File: src/rtl/arb_out_fifo_pkg.sv
// Shared constants for the arbiter output FIFO and the units that instantiate it.
package arb_out_fifo_pkg;

  localparam int unsigned ARB_FIFO_DEPTH = 2;

endpackage

File: src/rtl/arb_out_fifo_modn_counter.sv
// Modulo-N counter with synchronous clear; used for the FIFO head and tail pointers.
module modn_counter #(
  parameter int unsigned N = 2,
  parameter int unsigned W = 1
) (
  input  logic         clk_i,
  input  logic         rst_n_i,
  input  logic         en_i,
  input  logic         clr_i,
  output logic [W-1:0] count_o
);

  logic [W-1:0] r_count;

  always_ff @(posedge clk_i or negedge rst_n_i) begin
    if (!rst_n_i) begin
      r_count <= '0;
    end else if (clr_i) begin
      r_count <= '0;
    end else if (en_i) begin
      r_count <= (r_count == W'(N - 1)) ? '0 : r_count + 1'b1;
    end
  end

  assign count_o = r_count;

endmodule

File: src/rtl/arb_out_fifo.sv
// Registered FIFO behind the two-way arbiter; ready_o comes from occupancy only, so the
// consumer's ready never reaches the requesters combinationally.
module arb_out_fifo
  import arb_out_fifo_pkg::*;
#(
  parameter int unsigned DATA_W = 64,
  parameter int unsigned DEPTH  = ARB_FIFO_DEPTH,
  parameter int unsigned SRC_W  = 1
) (
  input  logic                       clk_i,
  input  logic                       rst_n_i,
  input  logic                       flush_i,
  input  logic                       valid_i,
  output logic                       ready_o,
  input  logic [DATA_W-1:0]          data_i,
  input  logic [SRC_W-1:0]           src_i,
  output logic                       valid_o,
  input  logic                       ready_i,
  output logic [DATA_W-1:0]          data_o,
  output logic [SRC_W-1:0]           src_o,
  output logic [$clog2(DEPTH+1)-1:0] count_o
);

  localparam int unsigned PtrW = $clog2(DEPTH);
  localparam int unsigned CntW = $clog2(DEPTH + 1);

  logic [CntW-1:0]   r_count;
  logic [DEPTH-1:0]  r_ent_valid;
  logic [DATA_W-1:0] r_data [DEPTH];
  logic [SRC_W-1:0]  r_src  [DEPTH];

  logic [PtrW-1:0] w_head;
  logic [PtrW-1:0] w_tail;
  logic            w_push;
  logic            w_pop;

  assign ready_o = (r_count != CntW'(DEPTH));
  assign valid_o = (r_count != '0);
  // Flush wins over both handshakes, even though ready_o may read 1 that cycle.
  assign w_push  = valid_i && ready_o && !flush_i;
  assign w_pop   = valid_o && ready_i && !flush_i;

  modn_counter #(
    .N (DEPTH),
    .W (PtrW)
  ) u_head (
    .clk_i   (clk_i),
    .rst_n_i (rst_n_i),
    .en_i    (w_pop),
    .clr_i   (flush_i),
    .count_o (w_head)
  );

  modn_counter #(
    .N (DEPTH),
    .W (PtrW)
  ) u_tail (
    .clk_i   (clk_i),
    .rst_n_i (rst_n_i),
    .en_i    (w_push),
    .clr_i   (flush_i),
    .count_o (w_tail)
  );

  always_ff @(posedge clk_i or negedge rst_n_i) begin
    if (!rst_n_i) begin
      r_count <= '0;
    end else if (flush_i) begin
      r_count <= '0;
    end else begin
      r_count <= r_count + CntW'(w_push) - CntW'(w_pop);
    end
  end

  // Push and pop never target the same slot: that needs count==0 or count==DEPTH.
  always_ff @(posedge clk_i or negedge rst_n_i) begin
    if (!rst_n_i) begin
      r_ent_valid <= '0;
    end else if (flush_i) begin
      r_ent_valid <= '0;
    end else begin
      if (w_push) r_ent_valid[w_tail] <= 1'b1;
      if (w_pop)  r_ent_valid[w_head] <= 1'b0;
    end
  end

  always_ff @(posedge clk_i) begin
    if (w_push) begin
      r_data[w_tail] <= data_i;
      r_src[w_tail]  <= src_i;
    end
  end

  assign data_o  = r_data[w_head];
  assign src_o   = r_src[w_head];
  assign count_o = r_count;

`ifndef SYNTHESIS
  a_count_le_depth: assert property (@(posedge clk_i) disable iff (!rst_n_i)
    r_count <= CntW'(DEPTH));

  a_head_valid_bit: assert property (@(posedge clk_i) disable iff (!rst_n_i)
    valid_o == r_ent_valid[w_head]);

  a_in_stable: assert property (@(posedge clk_i) disable iff (!rst_n_i)
    (valid_i && !ready_o && !flush_i) |=> (valid_i && $stable(data_i) && $stable(src_i)));

  a_out_stable: assert property (@(posedge clk_i) disable iff (!rst_n_i)
    (valid_o && !ready_i && !flush_i) |=> (valid_o && $stable(data_o) && $stable(src_o)));
`endif

endmodule

File: config.mk
export PLATFORM = sky130hd
export DESIGN_NAME = arb_out_fifo
export DESIGN_NICKNAME = d
export VERILOG_FILES = /design/src/rtl/arb_out_fifo_pkg.sv /design/src/rtl/arb_out_fifo_modn_counter.sv /design/src/rtl/arb_out_fifo.sv
export SDC_FILE = /design/constraint.sdc
export NUM_CORES = 1
export LEC_CHECK = 0
export CAP_MARGIN = 5
export CORE_MARGIN = 2
export CORE_UTILIZATION = 50
export CTS_BUF_LIST = sky130_fd_sc_hd__clkbuf_4 sky130_fd_sc_hd__clkbuf_8
export DETAILED_ROUTE_END_ITERATION = 16
export PLACE_DENSITY = 0.82
export REMOVE_ABC_BUFFERS = 1
export SETUP_SLACK_MARGIN = 0.4
export SKIP_CTS_REPAIR_TIMING = 1
export SLEW_MARGIN = 20
export SYNTH_ARGS = -nofsm -noshare
export SYNTH_HDL_FRONTEND = slang
export SYNTH_HIERARCHICAL = 1
export SYNTH_SLANG_ARGS = --single-unit
File: constraint.sdc
create_clock -name clk_i -period 9.3 [get_ports clk_i]
set_input_delay 1.86 -clock clk_i [delete_from_list [all_inputs] [get_ports clk_i]]
set_output_delay 1.86 -clock clk_i [all_outputs]
set_load 0.01 [all_outputs]
==> run metrics <==
cell family with most CP delay buffers and inverters; Die ar. between 10,000 and 15,000 µm²; largest net degree at the start of global routing 67; layout cells sized above 1 26.2%; Slew @ Worst Pin around 1.0 ns; final period utilization 45.5%; clk_skew 0.00677 ns; worst hold path type flip-flop to flip-flop; Synth cell types 18; register share of total power between 50% and 60%; H-tree depth 4; Final Non-Filler Cells 526; first-pass GRT wire length 13.8 mm; Design Area, Final roughly 7000 µm²; Logic pwr share 16.1%; Nets 449; post-route ant nets 0; vias in the first global route 2,703; core area ~10,000 µm²; IO Count 139; CP cell instances buf_16, mux2_2, clkdlybuf4s50_1; placed insts 493; # rows 37; register bit total from synthesis 134; hold_ws 0.616 ns; Layout fillers about 670; vias after detailed routing ~2,600; switch share 21.9%; clk buf depth 2; WL final 8.96 mm; Startpoint Class flip-flop; count of buffer and inverter cells on the critical path 2; Skew-Pair Late Insertion Delay 0.42 ns; Worst EP arrival 2.38 ns; Fmax 0.236 GHz; PortBufs around 140; Switch Pwr slightly above 0.3 mW; synthesis-to-finish area growth 37.7%; effective utilization at floorplan 50.7%; Cells after Synth roughly 220; setup TNS 0 ns; critical path capture point type output port; Cell Int Power 1.11 mW; pwr dens 201 nW/µm²; DRC 0; initial antenna violation count 0; # setup viols final 0; average size of a mapped cell 23.0 µm²; maximum vdd drop 0.110 mV; vias per inst ~4.8; final worst path period need 4.24 ns; number of DRC markers in iteration 0 99; antenna diode count 0; Synthesis Warnings 6; Worst-path clk slew 0.07 ns; die width about 110 µm; MaxCap Viol Count 0; DPL Wire Length 5.64 mm; CTS Root Cell clkbuf_8; Slew Limit Fails 0; status finished clean; Final Hold Viols 0; crit path kind flip-flop to output port; Slew headroom 31.2%; Worst path max stage delay around 0.7 ns; global route total overflow 0; RSZ-0062 raised after global routing no; Post-Syn Area 5140 µm²; wire per inst 17.0 µm; LEAKAGE 2.47 nW; Placed Area between 6000 and 7000 µm²; Final GP Congestion 0.716; Clock Power Share between 30% and 40%; maximum fanout along the worst path 44; CTS tree done; gr usage total 16.7%; TritonCTS sink count 134; Seq/Total Area, Yosys 77.9%; TritonCTS buffer count 17; First-pass DRT Iterations 4; worst endpoint required time 7.44 ns; Slowest-stage cell, CP dfrtp_4; DIE HEIGHT between 100 and 150 µm
-- Yosys cell counts --
library cell	instances	area share (%)
edfxtp_1	130	76
dfrtp_1	4	1.9
xnor3_1	1	0.44
and3b_1	1	0.17
nand3b_1	1	0.15
xnor2_1	2	0.34
mux2_2	15	3.3
nor2_1	3	0.22
mux2_4	50	15
or2_2	1	0.12
inv_1	2	0.15
nor3b_1	1	0.15
nor2b_1	2	0.24
and4b_1	1	0.19
ha_1	2	0.49
buf_2	1	0.097
nor4b_1	1	0.17
buf_6	6	1.3
-- flip-flops by register name (all words and copies together), names as in the netlist --
name            count
count_o             2
r_data            128
r_src               2
u_head/count_o      1
u_tail/count_o      1
-- power groups by stage --
stage	sequential, mW	combinational, mW	clock, mW
final	0.715	0.228	0.477
after global routing	0.718	0.241	0.515
after CTS	0.725	0.220	0.487
after detailed placement	0.739	0.219	0
after floorplan	0.737	0.105	0
after global placement	0.736	0.214	0
-- layout by cell type (no fill, tap or decap) --
| master | synthesis | layout |
|---|---|---|
| and3b_1 | 1 | 1 |
| or2_2 | 1 | 1 |
| ha_1 | 2 | 2 |
| clkinv_1 | 0 | 2 |
| buf_4 | 0 | 2 |
| edfxtp_1 | 130 | 130 |
| nor4b_2 | 0 | 1 |
| nor2b_1 | 2 | 2 |
| nor2_1 | 3 | 3 |
| and4b_4 | 0 | 1 |
| nand3b_1 | 1 | 1 |
| clkinvlp_4 | 0 | 4 |
| inv_1 | 2 | 2 |
| dfrtp_1 | 4 | 3 |
| mux2_2 | 15 | 15 |
| clkbuf_4 | 0 | 1 |
| mux2_4 | 50 | 50 |
| bufinv_16 | 0 | 3 |
| xnor2_1 | 2 | 2 |
| clkbuf_8 | 0 | 17 |
| buf_16 | 0 | 1 |
| clkinv_2 | 0 | 3 |
| clkinv_4 | 0 | 2 |
| xnor3_1 | 1 | 1 |
| nor3b_1 | 1 | 1 |
| clkdlybuf4s50_1 | 0 | 138 |
| dfrtp_4 | 0 | 1 |
-- worst reg2reg max path, delay by kind of cell, from the launching register on --
kind	cells	cell delay (ns)
AND/OR/NAND/NOR	2	1.14
flip-flops	1	0.42
buffers and inverters	1	0.12
-- final timing paths --
check	startpoint	endpoint	slack, ns	cells after the start
hold reg to reg	u_tail/count_o	u_tail/count_o	0.62	2
setup / recovery	u_head/count_o	data_o[10]	5.06	3
min in group asynchronous	rst_n_i	count_o[1]	1.64	1
max in group asynchronous	rst_n_i	u_head/count_o	7.47	1
hold / removal	u_tail/count_o	u_tail/count_o	0.62	2
setup reg to reg	count_o[1]	r_data[1][33]	7.22	3
-- stage by stage --
step	utilization [%]	power, mW	setup WS [ns]
detailed placement	65.6	0.957	5.31
global route	69.8	1.47	4.96
CTS	69.5	1.43	4.83
floorplan	-	0.842	0.0744
finish	69.8	1.42	5.06
global placement	65.6	0.950	5.32
-- layer usage --
layer	vias up	track usage, %	wire length, µm
met5	-	0	0
met4	0	6.76	108
met1	1249	19.7	3540
li1	1196	-	-
met3	11	6.93	654
met2	95	27.2	4660
-- final cells by class --
class	instances	area [µm²]	area share (%)
clock buffers	18	241	3.41
flip-flops and latches	134	4010	56.6
clock inverters	14	160	2.26
inverters	2	7.51	0.106
multi-input cells	81	1070	15.1
well taps	136	170	2.40
repair buffers	141	1420	20.1
-- kinds of logic (layout without fill, tap and decap cells) --
kind of cell	count (synthesis)	count (layout)	share of synthesized area [%]
flops	134	134	77.9
buf+inv	9	175	1.56
xor+xnor	3	3	0.779
mux	65	65	17.9
fa+ha+maj	2	2	0.487
simple gates	11	11	1.41
(Power assumes the default switching activity.)
